==> config.mk <==
export PLATFORM = sky130hd
export DESIGN_NAME = mmio_uart_tx
export DESIGN_NICKNAME = d
export VERILOG_FILES = /design/src/rtl/mmio_uart_tx.sv
export SDC_FILE = /design/constraint.sdc
export NUM_CORES = 1
export LEC_CHECK = 0
export CORE_MARGIN = 2
export CORE_UTILIZATION = 32
export CTS_BUF_LIST = sky130_fd_sc_hd__clkbuf_16
export CTS_CLUSTER_SIZE = 12
export DETAILED_ROUTE_END_ITERATION = 8
export GPL_ROUTABILITY_DRIVEN = 0
export PLACE_DENSITY = 0.57
export SKIP_CTS_REPAIR_TIMING = 1
export SYNTH_ARGS = -nofsm -noshare
export SYNTH_HDL_FRONTEND = slang
export SYNTH_SLANG_ARGS = --single-unit
==> constraint.sdc <==
create_clock -name clk -period 2.9 [get_ports clk]
set_clock_uncertainty 0.2 [all_clocks]
set_input_delay 0.58 -clock clk [delete_from_list [all_inputs] [get_ports clk]]
set_output_delay 0.58 -clock clk [all_outputs]
set_load 0.05 [all_outputs]
==> src/rtl/mmio_uart_tx.sv <==
// Memory-mapped 8N1 UART transmitter with a small TX FIFO on the core store bus.
// Define MMIO_UART_PARITY_EN to insert an even-parity bit between data and stop.
module mmio_uart_tx #(
  parameter logic [31:0] BASE_ADDR    = 32'h0000_0400,
  parameter int unsigned CLKS_PER_BIT = 16,
  parameter int unsigned FIFO_DEPTH   = 8
) (
  input  logic        clk,
  input  logic        reset,
  input  logic        mem_we,
  input  logic [31:0] mem_addr,
  input  logic [31:0] mem_wdata,
  output logic        mmio_hit,
  output logic [31:0] mem_rdata,
  output logic        tx,
  output logic        tx_busy
);

  localparam int unsigned PW = $clog2(FIFO_DEPTH);
  localparam int unsigned CW = $clog2(FIFO_DEPTH + 1);
  localparam int unsigned BW = $clog2(CLKS_PER_BIT);
  localparam logic [BW-1:0] BAUD_LAST = BW'(CLKS_PER_BIT - 1);
  localparam logic [CW-1:0] CNT_FULL  = CW'(FIFO_DEPTH);

`ifdef MMIO_UART_PARITY_EN
  typedef enum logic [2:0] {S_IDLE, S_START, S_DATA, S_PARITY, S_STOP} state_t;
`else
  typedef enum logic [1:0] {S_IDLE, S_START, S_DATA, S_STOP} state_t;
`endif

  state_t        state, state_n;
  logic [BW-1:0] baud, baud_n;
  logic [2:0]    bit_idx, bit_n;
  logic [7:0]    shreg, sh_n;
  logic          tx_n;
  logic          busy_n;
  logic          baud_end;
`ifdef MMIO_UART_PARITY_EN
  logic          par_q, par_n;
`endif

  logic [7:0]    fifo [FIFO_DEPTH];
  logic [PW-1:0] wr_ptr, rd_ptr;
  logic [CW-1:0] count, count_n;
  logic          overflow;

  logic          hit_data, hit_stat;
  logic          fifo_full, fifo_empty;
  logic          push_req, push_ok, pop;
  logic          ovf_set, ovf_clr;
  logic [31:0]   status, cnt32;
  logic          unused_wdata;

  assign hit_data   = (mem_addr == BASE_ADDR);
  assign hit_stat   = (mem_addr == BASE_ADDR + 32'd4);
  assign mmio_hit   = hit_data | hit_stat;

  assign fifo_full  = (count == CNT_FULL);
  assign fifo_empty = (count == '0);

  // A push into a full FIFO still lands when the serialiser pops on the same edge.
  assign push_req   = mem_we & hit_data;
  assign push_ok    = push_req & (~fifo_full | pop);
  assign ovf_set    = push_req & fifo_full & ~pop;
  assign ovf_clr    = mem_we & hit_stat & mem_wdata[3];
  assign count_n    = count + CW'(push_ok) - CW'(pop);

  assign unused_wdata = ^mem_wdata[31:8];

  always_comb begin
    cnt32       = 32'(count);
    status      = '0;
    status[0]   = tx_busy;
    status[1]   = fifo_full;
    status[2]   = fifo_empty;
    status[3]   = overflow;
    status[7:4] = (cnt32 > 32'd15) ? 4'hF : cnt32[3:0];
`ifdef MMIO_UART_PARITY_EN
    status[8]   = 1'b1;
`endif
  end

  assign mem_rdata = hit_stat ? status : '0;

  always_ff @(posedge clk) begin
    if (push_ok) fifo[wr_ptr] <= mem_wdata[7:0];
  end

  always_ff @(posedge clk or negedge reset) begin
    if (!reset) begin
      wr_ptr   <= '0;
      rd_ptr   <= '0;
      count    <= '0;
      overflow <= 1'b0;
    end else begin
      if (push_ok) wr_ptr <= wr_ptr + 1'b1;
      if (pop)     rd_ptr <= rd_ptr + 1'b1;
      count <= count_n;
      if (ovf_set)      overflow <= 1'b1;
      else if (ovf_clr) overflow <= 1'b0;
    end
  end

  assign baud_end = (baud == BAUD_LAST);

  always_comb begin
    state_n = state;
    baud_n  = baud;
    bit_n   = bit_idx;
    sh_n    = shreg;
    tx_n    = tx;
    pop     = 1'b0;
`ifdef MMIO_UART_PARITY_EN
    par_n   = par_q;
`endif
    case (state)
      S_IDLE: begin
        tx_n = 1'b1;
        if (!fifo_empty) begin
          pop     = 1'b1;
          sh_n    = fifo[rd_ptr];
          state_n = S_START;
          baud_n  = '0;
          bit_n   = '0;
          tx_n    = 1'b0;
`ifdef MMIO_UART_PARITY_EN
          par_n   = ^fifo[rd_ptr];
`endif
        end
      end
      S_START: begin
        if (baud_end) begin
          state_n = S_DATA;
          baud_n  = '0;
          bit_n   = '0;
          tx_n    = shreg[0];
        end else begin
          baud_n = baud + 1'b1;
        end
      end
      S_DATA: begin
        if (baud_end) begin
          baud_n = '0;
          if (bit_idx == 3'd7) begin
`ifdef MMIO_UART_PARITY_EN
            state_n = S_PARITY;
            tx_n    = par_q;
`else
            state_n = S_STOP;
            tx_n    = 1'b1;
`endif
          end else begin
            // Shift so the next bit is always at [0]; drive it one edge early.
            bit_n = bit_idx + 1'b1;
            sh_n  = {1'b0, shreg[7:1]};
            tx_n  = shreg[1];
          end
        end else begin
          baud_n = baud + 1'b1;
        end
      end
`ifdef MMIO_UART_PARITY_EN
      S_PARITY: begin
        if (baud_end) begin
          state_n = S_STOP;
          baud_n  = '0;
          tx_n    = 1'b1;
        end else begin
          baud_n = baud + 1'b1;
        end
      end
`endif
      S_STOP: begin
        if (baud_end) begin
          baud_n = '0;
          bit_n  = '0;
          if (!fifo_empty) begin
            pop     = 1'b1;
            sh_n    = fifo[rd_ptr];
            state_n = S_START;
            tx_n    = 1'b0;
`ifdef MMIO_UART_PARITY_EN
            par_n   = ^fifo[rd_ptr];
`endif
          end else begin
            state_n = S_IDLE;
            tx_n    = 1'b1;
          end
        end else begin
          baud_n = baud + 1'b1;
        end
      end
      default: begin
        state_n = S_IDLE;
        baud_n  = '0;
        bit_n   = '0;
        tx_n    = 1'b1;
      end
    endcase
    busy_n = (state_n != S_IDLE) || (count_n != '0);
  end

  always_ff @(posedge clk or negedge reset) begin
    if (!reset) begin
      state   <= S_IDLE;
      baud    <= '0;
      bit_idx <= '0;
      shreg   <= '0;
      tx      <= 1'b1;
      tx_busy <= 1'b0;
`ifdef MMIO_UART_PARITY_EN
      par_q   <= 1'b0;
`endif
    end else begin
      state   <= state_n;
      baud    <= baud_n;
      bit_idx <= bit_n;
      shreg   <= sh_n;
      tx      <= tx_n;
      tx_busy <= busy_n;
`ifdef MMIO_UART_PARITY_EN
      par_q   <= par_n;
`endif
    end
  end

endmodule

==> impl_summary.log, run 1 <==
[metrics] Worst Setup Start Kind: register
[metrics] filler cell count in the final layout: 1255
[metrics] max-slew violation count: 0
[metrics] library cell used as clock root buffer: sky130_fd_sc_hd__clkbuf_16
[metrics] crit path cell chain: inv_2 > ha_4 > a41oi_4 > o31ai_4 > nand4_1 > mux2i_2 > ha_2 > fa_2 > or3_1 > or4_1
[metrics] total power: 2.682 mW
[metrics] Setup WS pre-CTS: -0.9120 ns
[metrics] number of placed instances with taps included: 575
[metrics] pin count of the biggest net entering global routing: 31
[metrics] Syn Std Cell Area: 4486 µm²
[metrics] sequential-to-total area share from yosys stat: 0.5961
[metrics] Worst-Margin Slew: 0.8446 ns
[metrics] count of unique library cells instantiated by Yosys: 50
[metrics] number of flops mapped to enable cells by yosys: 64
[metrics] number of H-tree levels: 3
[metrics] area added between synthesis and finish: 37.13%
[metrics] iteration-0 DRC count of the detailed router: 82
[metrics] count of clock tree sinks: 94
[metrics] power per unit of standard cell area: 436.0 nW/µm²
[metrics] top cells by area in the synthesized netlist: sky130_fd_sc_hd__edfxtp_1, sky130_fd_sc_hd__dfrtp_1, sky130_fd_sc_hd__mux4_2
[metrics] share of layout cells above drive strength 1: 0.3165
[metrics] post-synthesis sequential element count: 94
[metrics] highest ir drop seen on vdd: 0.4356 mV
[metrics] global-route usage over all layers: 0.1305
[metrics] initial cell density of the core: 0.3257
[metrics] Clock Latency Late Sink: 0.34 ns
[metrics] Leakage: 2.529 nW
[metrics] final critical-path required period: 3.227 ns
[metrics] Mapped Cells: 312
[metrics] stage delay of the slowest cell on the critical path: 0.49 ns
[metrics] RSZ-0062 raised after global routing: true
[metrics] sum of routed wire length over all layers: 9.541 mm
[metrics] endpoint type of the worst setup path: register
[metrics] DP HPWL: 6.675 mm
[metrics] number of primary I/O pins: 102
[metrics] via count of the first global-routing pass: 2880
[metrics] Die Wd: 122.4 µm
[metrics] final core occ: 0.4466
[metrics] average routed wire per standard cell: 15.98 µm
[metrics] number of standard cells in the final layout excluding fillers: 597
[metrics] number of setup violations in the final report: 1
[metrics] Max-cap violations: 0
[metrics] global-route wire length before repair: 14.87 mm
[metrics] area taken by flip-flops and latches: 2675 µm²
[metrics] standard-cell row count: 43
[metrics] max-slew headroom at the worst pin: 0.4370
[metrics] per-instance average area after synthesis: 14.38 µm²
[metrics] mean number of vias per cell: 4.750
[metrics] routed vias: 2836
[metrics] die span in y: 122.4 µm
[metrics] global route overflow: 0
[metrics] post-route clock period utilization: 1.113
[metrics] clock slew at the register clock pins of the worst setup and hold paths: 0.06 ns
[metrics] maximum clock path buffer count: 2
[metrics] CTS tree: yes
[metrics] synth warn: 0
[metrics] Final Hold Viols: 0
[metrics] Synth top area share: 0.4285
[metrics] diode insertion count for antenna repair: 0
[metrics] setup_tns: -0.3270 ns
[metrics] drc violations: 0
[metrics] most frequently used flop master after synthesis: sky130_fd_sc_hd__edfxtp_1
[metrics] total area of multi-input combinational cells: 1863 µm²
[metrics] share of flip-flops with an asynchronous set or reset after synthesis: 0.3191
[metrics] area of the die: 14980 µm²
[metrics] critical path start-end classification: register to register
[metrics] leading area contributor after synthesis: sky130_fd_sc_hd__edfxtp_1
[metrics] antenna violations before repair: 0
[metrics] Final Instance Area: 6151 µm²
[metrics] CTS buffer count: 9
[metrics] required time at the worst-slack endpoint: 2.91 ns
[metrics] timing-limited maximum frequency: 0.3099 GHz
[metrics] maximum fanout along the worst path: 3
[metrics] run status: complete, but fails checks
[metrics] critical path's slowest cell: sky130_fd_sc_hd__or4_1
[metrics] post-layout worst setup margin: -0.3270 ns
[metrics] failing checks: setup timing
[metrics] Core ar.: 13770 µm²
[metrics] total iterations of the first detailed-routing run: 4
[metrics] residual antenna-violating net count after detailed routing: 0
[metrics] input/output buffers: 53
[metrics] arrival time at the worst endpoint: 3.23 ns
[metrics] Final #Nets: 495
[metrics] worst min path class: register to register
[metrics] Post-DP Area: 5608 µm²
[metrics] worst hold margin: 0.2987 ns
==> per-layer routing <==
| layer | wire [µm] | vias to the layer above | global-route usage | share of wire |
|---|---|---|---|---|
| met3 | 267 | 9 | 0.02928 | 0.028 |
| met4 | 95 | 0 | 0.03305 | 0.010 |
| met2 | 5175 | 57 | 0.2427 | 0.54 |
| li1 | - | 1359 | - | - |
| met1 | 4002 | 1411 | 0.1509 | 0.42 |
| met5 | 0 | - | 0 | 0 |
==> worst max-delay path: cells and delay by family, from the launching register on <==
| family | cells | cell delay (ns) |
|---|---|---|
| DFF | 1 | 0.42 |
| buffers and inverters | 1 | 0.10 |
| and+or+nand+nor | 3 | 1.03 |
| AOI/OAI and AO/OA | 2 | 0.35 |
| adders and majority gates | 3 | 0.81 |
| muxes | 1 | 0.19 |
==> registers in the layout, summed over array words and instances, names as in the netlist <==
signal,count
count,4
rd_ptr,3
wr_ptr,3
state,2
bit_idx,3
fifo,64
baud,4
overflow,1
tx,1
shreg,8
tx_busy,1
==> placed cells by master (no fill, tap or decap), drive strengths merged, types with 13 or more instances in the layout <==
cell / n
ha: 15
nand2: 16
inv: 16
conb: 24
clkdlybuf4s50: 13
mux4: 16
edfxtp: 64
dlymetal6s2s: 31
dfrtp: 29
buf: 58
==> synth_stat cells, types with 2 or more instances <==
library cell and n:
sky130_fd_sc_hd__xor2_1 4, sky130_fd_sc_hd__mux2_2 4, sky130_fd_sc_hd__mux2i_1 12, sky130_fd_sc_hd__and4_1 2
sky130_fd_sc_hd__nand2b_1 4, sky130_fd_sc_hd__nand3_1 9, sky130_fd_sc_hd__edfxtp_1 64, sky130_fd_sc_hd__nor3_1 10
sky130_fd_sc_hd__nor4_1 10, sky130_fd_sc_hd__o31ai_1 2, sky130_fd_sc_hd__buf_4 24, sky130_fd_sc_hd__mux4_2 16
sky130_fd_sc_hd__clkbuf_1 7, sky130_fd_sc_hd__ha_1 15, sky130_fd_sc_hd__buf_6 2, sky130_fd_sc_hd__inv_1 11
sky130_fd_sc_hd__nor3b_1 2, sky130_fd_sc_hd__dfrtp_1 29, sky130_fd_sc_hd__and3_1 9, sky130_fd_sc_hd__buf_2 4
sky130_fd_sc_hd__or4_1 2, sky130_fd_sc_hd__o21ai_0 5, sky130_fd_sc_hd__xnor2_1 2, sky130_fd_sc_hd__a21o_1 3
sky130_fd_sc_hd__nand4_1 4, sky130_fd_sc_hd__nor2_1 7, sky130_fd_sc_hd__nand2_1 16, sky130_fd_sc_hd__nor4b_1 2
sky130_fd_sc_hd__o221ai_2 6, sky130_fd_sc_hd__a21oi_1 5
==> kinds of logic (layout without fill, tap and decap cells) <==
| kind of cell | Yosys count | count (layout) | synth area share |
|---|---|---|---|
| adder cells (fa/ha/maj) | 16 | 16 | 0.04630 |
| AND/OR/NAND/NOR | 82 | 83 | 0.1015 |
| XOR/XNOR | 6 | 6 | 0.01172 |
| other | 1 | 24 | 0.0008360 |
| multiplexers | 32 | 32 | 0.1172 |
| flip-flops | 94 | 94 | 0.5961 |
| buffers and inverters | 49 | 130 | 0.06555 |
| AO/OA/AOI/OAI | 32 | 32 | 0.06081 |
==> final cells by class <==
type / instances / area share
flip-flops and latches: 94 / 0.4349
well taps: 180 / 0.03662
inverters: 12 / 0.007323
clock buffers: 9 / 0.03662
multi-input cells: 193 / 0.3029
clock inverters: 7 / 0.008340
repair buffers: 102 / 0.1733
==> path summary, 6_finish.rpt <==
path,from,slack (ns),cells past startpoint,end
min in group asynchronous,reset,0.45,2,wr_ptr[2]$_DFFE_PN0P_
min reg2reg,shreg[7]$_DFFE_PN0P_,0.30,1,shreg[7]$_DFFE_PN0P_
max in group asynchronous,reset,1.73,2,tx$_DFFE_PN1P_
max,state[0]$_DFF_PN0_,-0.33,10,tx_busy$_DFF_PN0_
min,shreg[7]$_DFFE_PN0P_,0.30,1,shreg[7]$_DFFE_PN0P_
max reg2reg,state[0]$_DFF_PN0_,-0.33,10,tx_busy$_DFF_PN0_
==> report_power, final <==
group          total (mW)  internal (mW)  switching (mW)
logic               0.172         0.0580           0.114
registers            1.44           1.44         0.00155
clock network        1.07          0.585           0.485
No activity file was read; power rests on OpenSTA's default activity.
==> run 2: changes to the inputs <==
- DONT_BUFFER_PORTS: unset -> 1
- PLACE_DENSITY: 0.57 -> 0.47
==> impl_summary.log, run 2 (synthesized netlist as in run 1, its figures left out) <==
[metrics] run status: complete, but fails checks
[metrics] failing checks: setup timing
[metrics] maximum fanout along the worst path: 3
[metrics] area added between synthesis and finish: 23.15%
[metrics] highest ir drop seen on vdd: 0.3490 mV
[metrics] input/output buffers: 0
[metrics] standard-cell row count: 43
[metrics] max-slew violation count: 0
[metrics] clock slew at the register clock pins of the worst setup and hold paths: 0.07 ns
[metrics] CTS tree: yes
[metrics] CTS buffer count: 9
[metrics] count of clock tree sinks: 94
[metrics] flip-flop count of the largest register, all copies and words added: 64
[metrics] routed vias: 2651
[metrics] mean number of vias per cell: 4.838
[metrics] Clock Latency Late Sink: 0.35 ns
[metrics] maximum clock path buffer count: 2
[metrics] Final #Nets: 446
[metrics] area of the die: 14980 µm²
[metrics] worst min path class: input port to register
[metrics] Final Hold Viols: 0
[metrics] antenna violations before repair: 0
[metrics] global-route wire length before repair: 14.30 mm
[metrics] arrival time at the worst endpoint: 3.14 ns
[metrics] Setup WS pre-CTS: -0.4627 ns
[metrics] iteration-0 DRC count of the detailed router: 144
[metrics] Worst-Margin Slew: 0.7321 ns
[metrics] Largest regs: fifo: 64 flops, shreg: 8 flops
[metrics] endpoint type of the worst setup path: register
[metrics] global-route usage over all layers: 0.1283
[metrics] diode insertion count for antenna repair: 0
[metrics] Die Wd: 122.4 µm
[metrics] DP HPWL: 6.252 mm
[metrics] power per unit of standard cell area: 480.5 nW/µm²
[metrics] global route overflow: 0
[metrics] post-route clock period utilization: 1.076
[metrics] number of H-tree levels: 3
[metrics] post-layout worst setup margin: -0.2209 ns
[metrics] via count of the first global-routing pass: 2625
[metrics] RSZ-0062 raised after global routing: true
[metrics] Leakage: 2.053 nW
[metrics] required time at the worst-slack endpoint: 2.92 ns
[metrics] initial cell density of the core: 0.3257
[metrics] timing-limited maximum frequency: 0.3204 GHz
[metrics] die span in y: 122.4 µm
[metrics] final critical-path required period: 3.121 ns
[metrics] Max-cap violations: 0
[metrics] sum of routed wire length over all layers: 9.121 mm
[metrics] library cell used as clock root buffer: sky130_fd_sc_hd__clkbuf_16
[metrics] critical path start-end classification: register to register
[metrics] most frequent cells in the layout: sky130_fd_sc_hd__edfxtp_1, sky130_fd_sc_hd__buf_4, sky130_fd_sc_hd__dfrtp_1
[metrics] max-slew headroom at the worst pin: 0.5119
[metrics] pin count of the biggest net entering global routing: 31
[metrics] Core ar.: 13770 µm²
[metrics] register with the highest flop count: fifo
[metrics] total iterations of the first detailed-routing run: 4
[metrics] residual antenna-violating net count after detailed routing: 0
[metrics] leading cell type in the layout, fill and taps excluded: sky130_fd_sc_hd__edfxtp_1
[metrics] total power: 2.655 mW
[metrics] average routed wire per standard cell: 16.64 µm
[metrics] drc violations: 0
[metrics] register-to-register setup slack: -0.22 ns
[metrics] share of layout cells above drive strength 1: 0.3125
[metrics] Worst Setup Start Kind: register
[metrics] number of setup violations in the final report: 1
[metrics] setup_tns: -0.2209 ns
[metrics] filler cell count in the final layout: 1301
[metrics] number of primary I/O pins: 102
[run 2: critical path, stage by stage (launching register included)]
cell                      delay (ns)
sky130_fd_sc_hd__dfrtp_1        0.41
sky130_fd_sc_hd__inv_2          0.10
sky130_fd_sc_hd__ha_4           0.22
sky130_fd_sc_hd__o31ai_4        0.29
sky130_fd_sc_hd__nand4_1        0.17
sky130_fd_sc_hd__mux2i_1        0.18
sky130_fd_sc_hd__ha_2           0.22
sky130_fd_sc_hd__fa_2           0.44
sky130_fd_sc_hd__or3_1          0.36
sky130_fd_sc_hd__or4_1          0.41
[run 2: metal layers]
layer / vias to the layer above / wire length, µm / track usage / share of wire
met5: - / 0 / 0 / 0
met4: 0 / 154 / 0.05244 / 0.017
met3: 12 / 301 / 0.03020 / 0.033
met2: 54 / 4496 / 0.2063 / 0.49
met1: 1323 / 4168 / 0.1672 / 0.46
li1: 1262 / - / - / -
[run 2: final cells by class]
| type | instances | area [µm²] | area share |
|---|---|---|---|
| clock buffer | 9 | 225.2 | 0.04077 |
| clock inverter | 7 | 56.30 | 0.01019 |
| tap | 180 | 225.2 | 0.04077 |
| inverter | 12 | 45.04 | 0.008154 |
| sequential | 94 | 2674 | 0.4840 |
| timing repair buffer | 54 | 533.0 | 0.09649 |
| multi-input combinational | 192 | 1765 | 0.3196 |
[run 2: path summary, 6_finish.rpt]
kind / from / endpoint / cells past startpoint
worst min register to register: shreg[7]$_DFFE_PN0P_ / shreg[7]$_DFFE_PN0P_ / 1
worst min-delay path: mem_addr[2] / overflow$_DFFE_PN0P_ / 1
min in group asynchronous: reset / baud[2]$_DFFE_PN0N_ / 2
worst max-delay path: state[0]$_DFF_PN0_ / tx_busy$_DFF_PN0_ / 9
max in group asynchronous: reset / tx$_DFFE_PN1P_ / 2
worst max register to register: state[0]$_DFF_PN0_ / tx_busy$_DFF_PN0_ / 9
[run 2: power breakdown]
| group | leakage (nW) | switching, mW | internal (mW) |
|---|---|---|---|
| combinational | 0.980 | 0.0828 | 0.0154 |
| sequential | 0.941 | 0.00180 | 1.44 |
| clock | 0.132 | 0.526 | 0.590 |
| total | 2.05 | 0.611 | 2.04 |
[run 2: per-stage QoR]
step	area, µm²	util	std cells	hold slack, ns
after floorplan	4691	-	335	0.08441
after global placement	5137	0.3730	527	0.08610
after detailed placement	5137	0.3730	527	0.08614
after CTS	5419	0.3934	543	-0.2934
after global routing	5524	0.4011	548	0.1090
final	5524	0.4011	548	0.1238
==> run 3: changes to the inputs <==
- CORE_UTILIZATION: 32 -> 57
- CTS_CLUSTER_SIZE: 12 -> 24
- PLACE_DENSITY: 0.47 -> 0.75
==> impl_summary.log, run 3 (synthesized netlist as in run 1, its figures left out) <==
[metrics] failing checks: setup timing
[metrics] RSZ-0062 raised after global routing: true
[metrics] CTS tree: yes
[metrics] internal power component: 2.058 mW
[metrics] worst min path class: input port to register
[metrics] standard-cell row count: 32
[metrics] timing-limited maximum frequency: 0.3169 GHz
[metrics] number of setup violations in the final report: 1
[metrics] Die Wd: 92.71 µm
[metrics] DP HPWL: 5.622 mm
[metrics] leading cell type in the layout, fill and taps excluded: sky130_fd_sc_hd__edfxtp_1
[metrics] maximum fanout along the worst path: 3
[metrics] area of the die: 8595 µm²
[metrics] clock slew at the register clock pins of the worst setup and hold paths: 0.07 ns
[metrics] critical path buffer and inverter count: 1
[metrics] global-route wire length before repair: 13.38 mm
[metrics] setup_tns: -0.2557 ns
[metrics] arrival time at the worst endpoint: 3.16 ns
[metrics] die span in y: 92.71 µm
[metrics] logic depth of the worst setup path including buffers: 9
[metrics] max-slew violation count: 0
[metrics] Final Hold Viols: 0
[metrics] Worst-Margin Slew: 0.8213 ns
[metrics] final critical-path required period: 3.156 ns
[metrics] Clock Latency Late Sink: 0.34 ns
[metrics] library cell used as clock root buffer: sky130_fd_sc_hd__clkbuf_16
[metrics] power per unit of standard cell area: 495.1 nW/µm²
[metrics] maximum clock path buffer count: 2
[metrics] iteration-0 DRC count of the detailed router: 139
[metrics] filler cell count in the final layout: 486
[metrics] global route overflow: 0
[metrics] final core occ: 0.7044
[metrics] drc violations: 0
[metrics] residual antenna-violating net count after detailed routing: 0
[metrics] Leakage: 2.043 nW
[metrics] endpoint type of the worst setup path: register
[metrics] crit path cell chain: inv_2 > ha_4 > o31ai_4 > nand4_1 > mux2i_2 > ha_2 > fa_2 > or3_1 > or4_1
[metrics] required time at the worst-slack endpoint: 2.91 ns
[metrics] area added between synthesis and finish: 20.73%
[metrics] sum of routed wire length over all layers: 8.500 mm
[metrics] Net Sw Power: 623.7 µW
[metrics] highest ir drop seen on vdd: 0.4662 mV
[metrics] pin count of the biggest net entering global routing: 31
[metrics] total power: 2.681 mW
[metrics] count of clock tree sinks: 94
[metrics] proportion of total power due to net switching: 0.2326
[metrics] run status: complete, but fails checks
[metrics] max-slew headroom at the worst pin: 0.4525
[metrics] via count of the first global-routing pass: 2628
[metrics] share of layout cells above drive strength 1: 0.3151
[metrics] stage delay of the slowest cell on the critical path: 0.43 ns
[metrics] count of cells along the worst register-to-register path: 9
[metrics] worst hold stages: 0
[metrics] initial cell density of the core: 0.5835
[metrics] CTS buffer count: 9
[metrics] global-route usage over all layers: 0.2087
[metrics] post-layout worst setup margin: -0.2557 ns
[metrics] critical path start-end classification: register to register
[metrics] post-route clock period utilization: 1.088
[metrics] Largest regs: fifo: 64 flops, shreg: 8 flops
[metrics] antenna violations before repair: 0
[metrics] input/output buffers: 0
[metrics] total iterations of the first detailed-routing run: 4
[metrics] register with the highest flop count: fifo
[metrics] share of power burned in the clock network: 0.427
[metrics] routed vias: 2662
[metrics] Final #Nets: 443
[metrics] average routed wire per standard cell: 18.20 µm
[metrics] diode insertion count for antenna repair: 0
[metrics] kind of cell adding the most delay to the critical path: simple AND/OR/NAND/NOR gates
[metrics] Core ar.: 7687 µm²
[metrics] number of H-tree levels: 3
[metrics] Max-cap violations: 0
[metrics] worst hold margin: 0.1295 ns
[metrics] mean number of vias per cell: 5.700
[metrics] register share of total power: 0.537
[metrics] number of primary I/O pins: 102
[metrics] Worst Setup Start Kind: register
[metrics] critical path's slowest cell: sky130_fd_sc_hd__fa_2
[metrics] most frequent cells in the layout: sky130_fd_sc_hd__edfxtp_1, sky130_fd_sc_hd__buf_4, sky130_fd_sc_hd__dfrtp_1
[metrics] combinational cell fraction of total power: 0.036
[metrics] flip-flop count of the largest register, all copies and words added: 64
[run 3: changes by cell type in the layout (fill, tap and decap cells not counted), sizes merged]
cell | before | now
inv | 14 | 15
clkinv | 3 | 2
buf | 53 | 50
[run 3: layout make-up]
class	instances	area, µm²	area share
clock buffer	9	225.2	0.04159
inverter	12	45.04	0.008318
multi-input combinational	192	1774	0.3276
clock inverter	7	71.32	0.01317
sequential	94	2674	0.4938
timing repair buffer	51	498.0	0.09196
tap	102	127.6	0.02357
[run 3: layer usage]
metal,GRT usage,part of all wire,vias up
li1,-,-,1253
met1,0.2688,0.42,1339
met2,0.3577,0.54,60
met3,0.05533,0.036,10
met4,0.04902,0.0064,0
met5,0,0,-
[run 3: power groups by stage]
stage | combinational (mW) | clock (mW) | sequential, mW
2_1_floorplan | 0.109 | 0 | 1.47
4_1_cts | 0.0839 | 1.17 | 1.44
3_5_place_dp | 0.0839 | 0 | 1.47
3_3_place_gp | 0.0829 | 0 | 1.47
5_1_grt | 0.103 | 1.22 | 1.44
6_report | 0.0972 | 1.14 | 1.44
[run 3: worst paths after layout]
path | slack, ns | end | from
setup / recovery | -0.26 | tx_busy$_DFF_PN0_ | state[1]$_DFF_PN0_
hold / removal | 0.13 | fifo[7][6]$_DFFE_PP_ | mem_wdata[6]
setup reg to reg | -0.26 | tx_busy$_DFF_PN0_ | state[1]$_DFF_PN0_
hold reg to reg | 0.30 | shreg[7]$_DFFE_PN0P_ | shreg[7]$_DFFE_PN0P_
max in group asynchronous | 1.76 | tx$_DFFE_PN1P_ | reset
min in group asynchronous | 0.50 | count[1]$_DFF_PN0_ | reset
[run 3: stage by stage]
stage                     cells  area, µm²  worst slack, ns
after floorplan             335       4691          -0.3012
after global placement      446       5005          -0.3747
after detailed placement    446       5005          -0.4098
after CTS                   462       5301          -0.3963
after global routing        467       5415          -0.3922
final                       467       5415          -0.2557
